File: src/rtl/trig_acq_pkg.sv
// Shared types and defaults for the acquisition trigger sequencer.
package trig_acq_pkg;

    localparam int unsigned ST_W       = 3;
    localparam int unsigned DEF_ADDR_W = 12;
    localparam int unsigned DEF_TO_W   = 48;

    typedef enum logic [ST_W-1:0] {
        ST_IDLE     = 3'd0,
        ST_PRE_FILL = 3'd1,
        ST_ARMED    = 3'd2,
        ST_POST     = 3'd3,
        ST_DONE     = 3'd4
    } acq_state_e;

endpackage

File: src/rtl/trig_edge_qual.sv
// Registers the qualified trigger level and produces a holdoff-gated rising-edge strobe.
module trig_edge_qual (
    input  logic clk_200M,
    input  logic rst,
    input  logic trig_in,
    input  logic holdoff_active,
    output logic trig_ok_c
);

    logic trig_d;

    always_ff @(posedge clk_200M or posedge rst) begin
        if (rst) begin
            trig_d <= 1'b0;
        end else begin
            trig_d <= trig_in;
        end
    end

    assign trig_ok_c = trig_in & ~trig_d & ~holdoff_active;

endmodule

File: src/rtl/trig_acq_ctrl.sv
// DSO acquisition sequencer: pre-trigger fill, trigger/auto accept, post-trigger capture,
// and holdoff handshake, driving a circular capture RAM.
module trig_acq_ctrl
    import trig_acq_pkg::*;
#(
    parameter int unsigned ADDR_W = DEF_ADDR_W,
    parameter int unsigned TO_W   = DEF_TO_W
) (
    input  logic              clk_200M,
    input  logic              rst,
    input  logic              acq_start,
    input  logic              acq_stop,
    input  logic              auto_mode,
    input  logic [ADDR_W-1:0] pre_trig_depth,
    input  logic [ADDR_W-1:0] post_trig_depth,
    input  logic [TO_W-1:0]   auto_timeout,
    input  logic              trig_in,
    input  logic              holdoff_active,
    output logic              wr_en,
    output logic [ADDR_W-1:0] wr_addr,
    output logic [ADDR_W-1:0] trig_addr,
    output logic              trig_forced,
    output logic              acq_done,
    output logic              holdoff_reload_n,
    output logic              trig_aft_pul,
    output logic [ST_W-1:0]   state_o
);

    localparam logic [ADDR_W:0]   RAM_DEPTH = {1'b1, {ADDR_W{1'b0}}};
    localparam logic [ADDR_W-1:0] ADDR_ONE  = ADDR_W'(1);
    localparam logic [TO_W-1:0]   TO_ONE    = TO_W'(1);

    acq_state_e        state;
    logic [ADDR_W-1:0] pre_depth;
    logic [ADDR_W-1:0] post_depth;
    logic [TO_W-1:0]   auto_to;
    logic [ADDR_W-1:0] pre_cnt;
    logic [ADDR_W-1:0] post_cnt;
    logic [TO_W-1:0]   auto_cnt;

    logic              trig_ok_c;
    logic [ADDR_W-1:0] post_eff_c;
    logic [ADDR_W-1:0] pre_eff_c;
    logic [ADDR_W:0]   depth_sum_c;

    trig_edge_qual u_edge_qual (
        .clk_200M       (clk_200M),
        .rst            (rst),
        .trig_in        (trig_in),
        .holdoff_active (holdoff_active),
        .trig_ok_c      (trig_ok_c)
    );

    // Depth legalisation at latch time: post of 0 means 1, pre shrinks so both fit the RAM.
    always_comb begin
        post_eff_c  = (post_trig_depth == '0) ? ADDR_ONE : post_trig_depth;
        depth_sum_c = {1'b0, pre_trig_depth} + {1'b0, post_eff_c};
        pre_eff_c   = pre_trig_depth;
        if (depth_sum_c > RAM_DEPTH) begin
            pre_eff_c = ADDR_W'(RAM_DEPTH - {1'b0, post_eff_c});
        end
    end

    always_ff @(posedge clk_200M or posedge rst) begin
        if (rst) begin
            state            <= ST_IDLE;
            pre_depth        <= '0;
            post_depth       <= '0;
            auto_to          <= '0;
            pre_cnt          <= '0;
            post_cnt         <= '0;
            auto_cnt         <= '0;
            wr_en            <= 1'b0;
            wr_addr          <= '0;
            trig_addr        <= '0;
            trig_forced      <= 1'b0;
            acq_done         <= 1'b0;
            holdoff_reload_n <= 1'b0;
            trig_aft_pul     <= 1'b0;
        end else begin
            trig_aft_pul <= 1'b0;
            if (wr_en) begin
                wr_addr <= wr_addr + ADDR_ONE;
            end

            if (acq_stop) begin
                state            <= ST_IDLE;
                wr_en            <= 1'b0;
                acq_done         <= 1'b0;
                holdoff_reload_n <= 1'b0;
            end else if (acq_start) begin
                pre_depth        <= pre_eff_c;
                post_depth       <= post_eff_c;
                auto_to          <= auto_timeout;
                pre_cnt          <= '0;
                post_cnt         <= '0;
                auto_cnt         <= '0;
                state            <= (pre_eff_c == '0) ? ST_ARMED : ST_PRE_FILL;
                wr_en            <= 1'b1;
                acq_done         <= 1'b0;
                holdoff_reload_n <= 1'b1;
            end else begin
                case (state)
                    ST_IDLE, ST_DONE: begin
                    end
                    ST_PRE_FILL: begin
                        pre_cnt <= pre_cnt + ADDR_ONE;
                        if (pre_cnt == pre_depth - ADDR_ONE) begin
                            state <= ST_ARMED;
                        end
                    end
                    ST_ARMED: begin
                        auto_cnt <= auto_cnt + TO_ONE;
                        // A real edge takes precedence over the auto timeout in the same cycle.
                        if (trig_ok_c || (auto_mode && (auto_cnt == auto_to))) begin
                            trig_addr   <= wr_addr;
                            trig_forced <= ~trig_ok_c;
                            post_cnt    <= ADDR_ONE;
                            if (post_depth == ADDR_ONE) begin
                                state        <= ST_DONE;
                                wr_en        <= 1'b0;
                                acq_done     <= 1'b1;
                                trig_aft_pul <= 1'b1;
                            end else begin
                                state <= ST_POST;
                            end
                        end
                    end
                    ST_POST: begin
                        post_cnt <= post_cnt + ADDR_ONE;
                        if (post_cnt + ADDR_ONE == post_depth) begin
                            state        <= ST_DONE;
                            wr_en        <= 1'b0;
                            acq_done     <= 1'b1;
                            trig_aft_pul <= 1'b1;
                        end
                    end
                    default: begin
                        state            <= ST_IDLE;
                        wr_en            <= 1'b0;
                        acq_done         <= 1'b0;
                        holdoff_reload_n <= 1'b0;
                    end
                endcase
            end
        end
    end

    assign state_o = ST_W'(state);

endmodule

File: config.mk
export PLATFORM = sky130hd
export DESIGN_NAME = trig_acq_ctrl
export DESIGN_NICKNAME = d
export VERILOG_FILES = /design/src/rtl/trig_acq_pkg.sv /design/src/rtl/trig_edge_qual.sv /design/src/rtl/trig_acq_ctrl.sv
export SDC_FILE = /design/constraint.sdc
export NUM_CORES = 1
export LEC_CHECK = 0
export CAP_MARGIN = 20
export CORE_MARGIN = 10
export CORE_UTILIZATION = 52
export DETAILED_ROUTE_END_ITERATION = 12
export GPL_ROUTABILITY_DRIVEN = 0
export PLACE_DENSITY = 0.77
export SYNTH_ARGS = -nofsm -noshare
export SYNTH_HDL_FRONTEND = slang
export SYNTH_SLANG_ARGS = --single-unit
File: constraint.sdc
create_clock -name clk_200M -period 5.1 [get_ports clk_200M]
set_input_delay 0.51 -clock clk_200M [delete_from_list [all_inputs] [get_ports clk_200M]]
set_output_delay 0.51 -clock clk_200M [all_outputs]
set_load 0.03 [all_outputs]
==> metrics.txt, run 1 <==
most frequent cells after synthesis 246 x nand2_1, 177 x dfrtp_1, 100 x nor2_1; post-cts repair resize count 0; Reg clk slew, reported paths 70 ps; initial antenna violation count 0; CTS tree done; Primary FF master, synth dfrtp_1; die area 0.0252 mm^2; Clock Latency Late Sink 440 ps; final cycle utilization of the critical path 0.885; R2R depth 8; Boundary Pins 111; FILL cells 1,552; clock sinks 177; Psw 1.12 mW; Leak 5.15 nW; VDD IR max 0.000264 V; RSZ-0062 raised after global routing false; H-tree depth 4; Mapped Cells 1,117; metal1 wirelength 10,900 um; met3 routed WL 1360 um; # rows 50; WHS Path Cells 2; Synth area leader dfrtp_1; warnings from Yosys 0; DR iter-0 viols 550; first-pass GRT wire length 40,400 um; via count 8,151; DR WL/cell 16.5 um; top-count cell post-synth nand2_1; RR Startpoint state_o[0]; Detailed Place HPWL 17,200 um; area grow syn2layout 18.8%; syn_area_per_cell 8.95 um^2; number of global-route vias before repair 8,043; Comb power frac 0.189; # DRC 0; Via density 5.53; reg-to-reg endpoint auto_cnt[40]; Antenna Diode Count 0; Yosys cell types 78; Mapped Nets 1,215; Hold Path Class register to register; nature of the critical path endpoint register; clk buf depth 2; Die X 159 um; core area 0.0188 mm^2; # Post-CTS Setup Buffers 0; PwrDens 312 mW/mm^2; Pint 2.58 mW; CTS Hold Bufs 0; WP data arrival 4870 ps; CTS Buf Count 17; Sw Share 0.303; skew final 10.4 ps; setup TNS 0 ps; Setup-failing EPs final 0; Synth top area share 0.443; Met2 Routed Length 11,400 um; Fmax 0.222 GHz; Critical Path Source Type input port; sequential power share 0.449; DR pass1 iterations 7; Seq cells post-synth 177; Layout Nets 1,300; Initial Util 0.531; critical path fanouts, max 14; Max Slew Vio Count 0; reg2reg setup slack 1770 ps; design area 0.0119 mm^2; Die H 159 um; top cells by area, synth dfrtp_1 44%, nand2_1 9.2%, xnor2_1 8.0%; clk root buf clkbuf_16; largest net degree at the start of global routing 178; mapped cell area 0.0100 mm^2; Post-synth ARST share 1.00; WHS 499 ps; Period minus WS final 4510 ps; status finished, final reports clean; Fin. Hold Viols 0; final core utilization 0.631; HP Start auto_to[47]; worst hold path endpoint auto_to[47]; Highest Signal Layer met4; max_cap viols 0; Antenna Nets Post-Route 0; worst endpoint required time 5460 ps; GRT Overall Usage 0.197; Overflow after GRT 0; placed cell areas 0.0113 mm^2; Post-Route WL 24,300 um; clock power share 0.362; worst slew pin tran 1110 ps; EDFF count, synth 0; Max transition margin 0.251; layout cell share with drive strength beyond 1 0.0700; port buffer count 110; post-synthesis sequential area ratio 0.443; WS Path Type input port to register
## power groups by stage
stage	clock network [mW]	logic [mW]	registers, mW
finish	1.34	0.700	1.66
global route	1.43	0.770	1.68
CTS	1.36	0.703	1.66
detailed placement	0	0.697	1.69
global placement	0	0.682	1.68
floorplan	0	0.409	1.71
## worst max-delay path, cell delays in order
cell and delay (ps):
clkdlybuf4s50_1 420, or4_1 590, or4_1 450, nor2_1 230, a21oi_1 160, inv_1 120, ha_1 200, fa_1 240
a21oi_1 80, o22ai_1 300, nor2_1 90, xor2_1 150, nand4_1 160, o41ai_4 370, buf_4 300, mux2i_1 310
a2bb2oi_1 180
## how the worst max path moves through the flow
stage                    to  depth (start not counted)  slack (ps)          startpoint
6_report         state_o[1]                         17         590  post_trig_depth[7]
5_1_grt          state_o[1]                         17         370  post_trig_depth[4]
4_1_cts          state_o[1]                         17         640  post_trig_depth[7]
3_5_place_dp     state_o[1]                         17         220  post_trig_depth[7]
3_3_place_gp     state_o[1]                         17         390  post_trig_depth[7]
2_1_floorplan  pre_depth[1]                         17         910  post_trig_depth[6]
## sequential cells by signal, indices dropped and copies added, names as in the netlist
register	flops
trig_aft_pul	1
pre_cnt	12
acq_done	1
auto_to	48
state_o	3
post_cnt	12
trig_forced	1
trig_addr	12
wr_en	1
holdoff_reload_n	1
auto_cnt	48
post_depth	12
u_edge_qual.trig_d	1
wr_addr	12
pre_depth	12
## layout by cell type (no fill, tap or decap), drive strengths merged, types with 3 or more instances in the layout
cell	netlist	layout
a2111oi	3	3
a211oi	4	4
a21o	3	3
a21oi	22	22
a22oi	3	3
a31oi	12	12
and2	3	3
and3	11	11
and4	4	4
buf	13	11
clkbuf	42	17
clkdlybuf4s50	0	110
clkinv	1	3
clkinvlp	0	5
dfrtp	177	177
ha	18	18
inv	21	27
mux2	13	13
mux2i	13	13
nand2	246	246
nand2b	4	4
nand3	51	51
nand4	34	34
nor2	100	100
nor2b	7	7
nor3	21	21
nor3b	4	4
nor4	18	18
o211ai	5	5
o21ai	52	52
o31ai	9	9
o41ai	4	4
or2	5	5
or3	8	8
or4	4	4
xnor2	91	91
xor2	61	61
## logic make-up (layout without fill, tap and decap cells)
kind of cell               Yosys count  after routing  share of synthesized area
AOI/OAI and AO/OA                  136            136                     0.0911
and+or+nand+nor                    529            529                      0.244
DFF                                177            177                      0.443
xor gates and xnor gates           152            152                      0.133
muxes                               27             27                     0.0299
adders and majority gates           19             19                     0.0245
buffers and inverters               77            175                     0.0339
## per-stage QoR
step,setup WS (ps),instances,power [mW]
after floorplan,915,1117,2.12
after global placement,393,1442,2.37
after detailed placement,222,1442,2.38
after CTS,644,1474,3.73
after global routing,369,1475,3.88
final,588,1475,3.70
## per-layer routing
| metal | GRT usage | vias to the layer above |
|---|---|---|
| li1 | - | 3967 |
| met1 | 0.263 | 3892 |
| met2 | 0.310 | 246 |
| met3 | 0.0426 | 46 |
| met4 | 0.0732 | 0 |
| met5 | 0 | - |
## cell type report
type | instances | area, um^2 | area share
Multi-Input combinational cell | 863 | 5240 | 0.441
Sequential cell | 177 | 4430 | 0.373
Timing Repair Buffer | 121 | 1200 | 0.101
Clock buffer | 17 | 425 | 0.0358
Tap cell | 260 | 325 | 0.0274
Clock inverter | 15 | 175 | 0.0147
Inverter | 22 | 86.3 | 0.00727
Power figures use the tool's default switching activity.
==> run 2, diff against run 1 <==
- CTS_CLUSTER_SIZE: not set -> 10
==> results of run 2 <==
No change in the layout: final DEF, timing and power equal those of run 1.
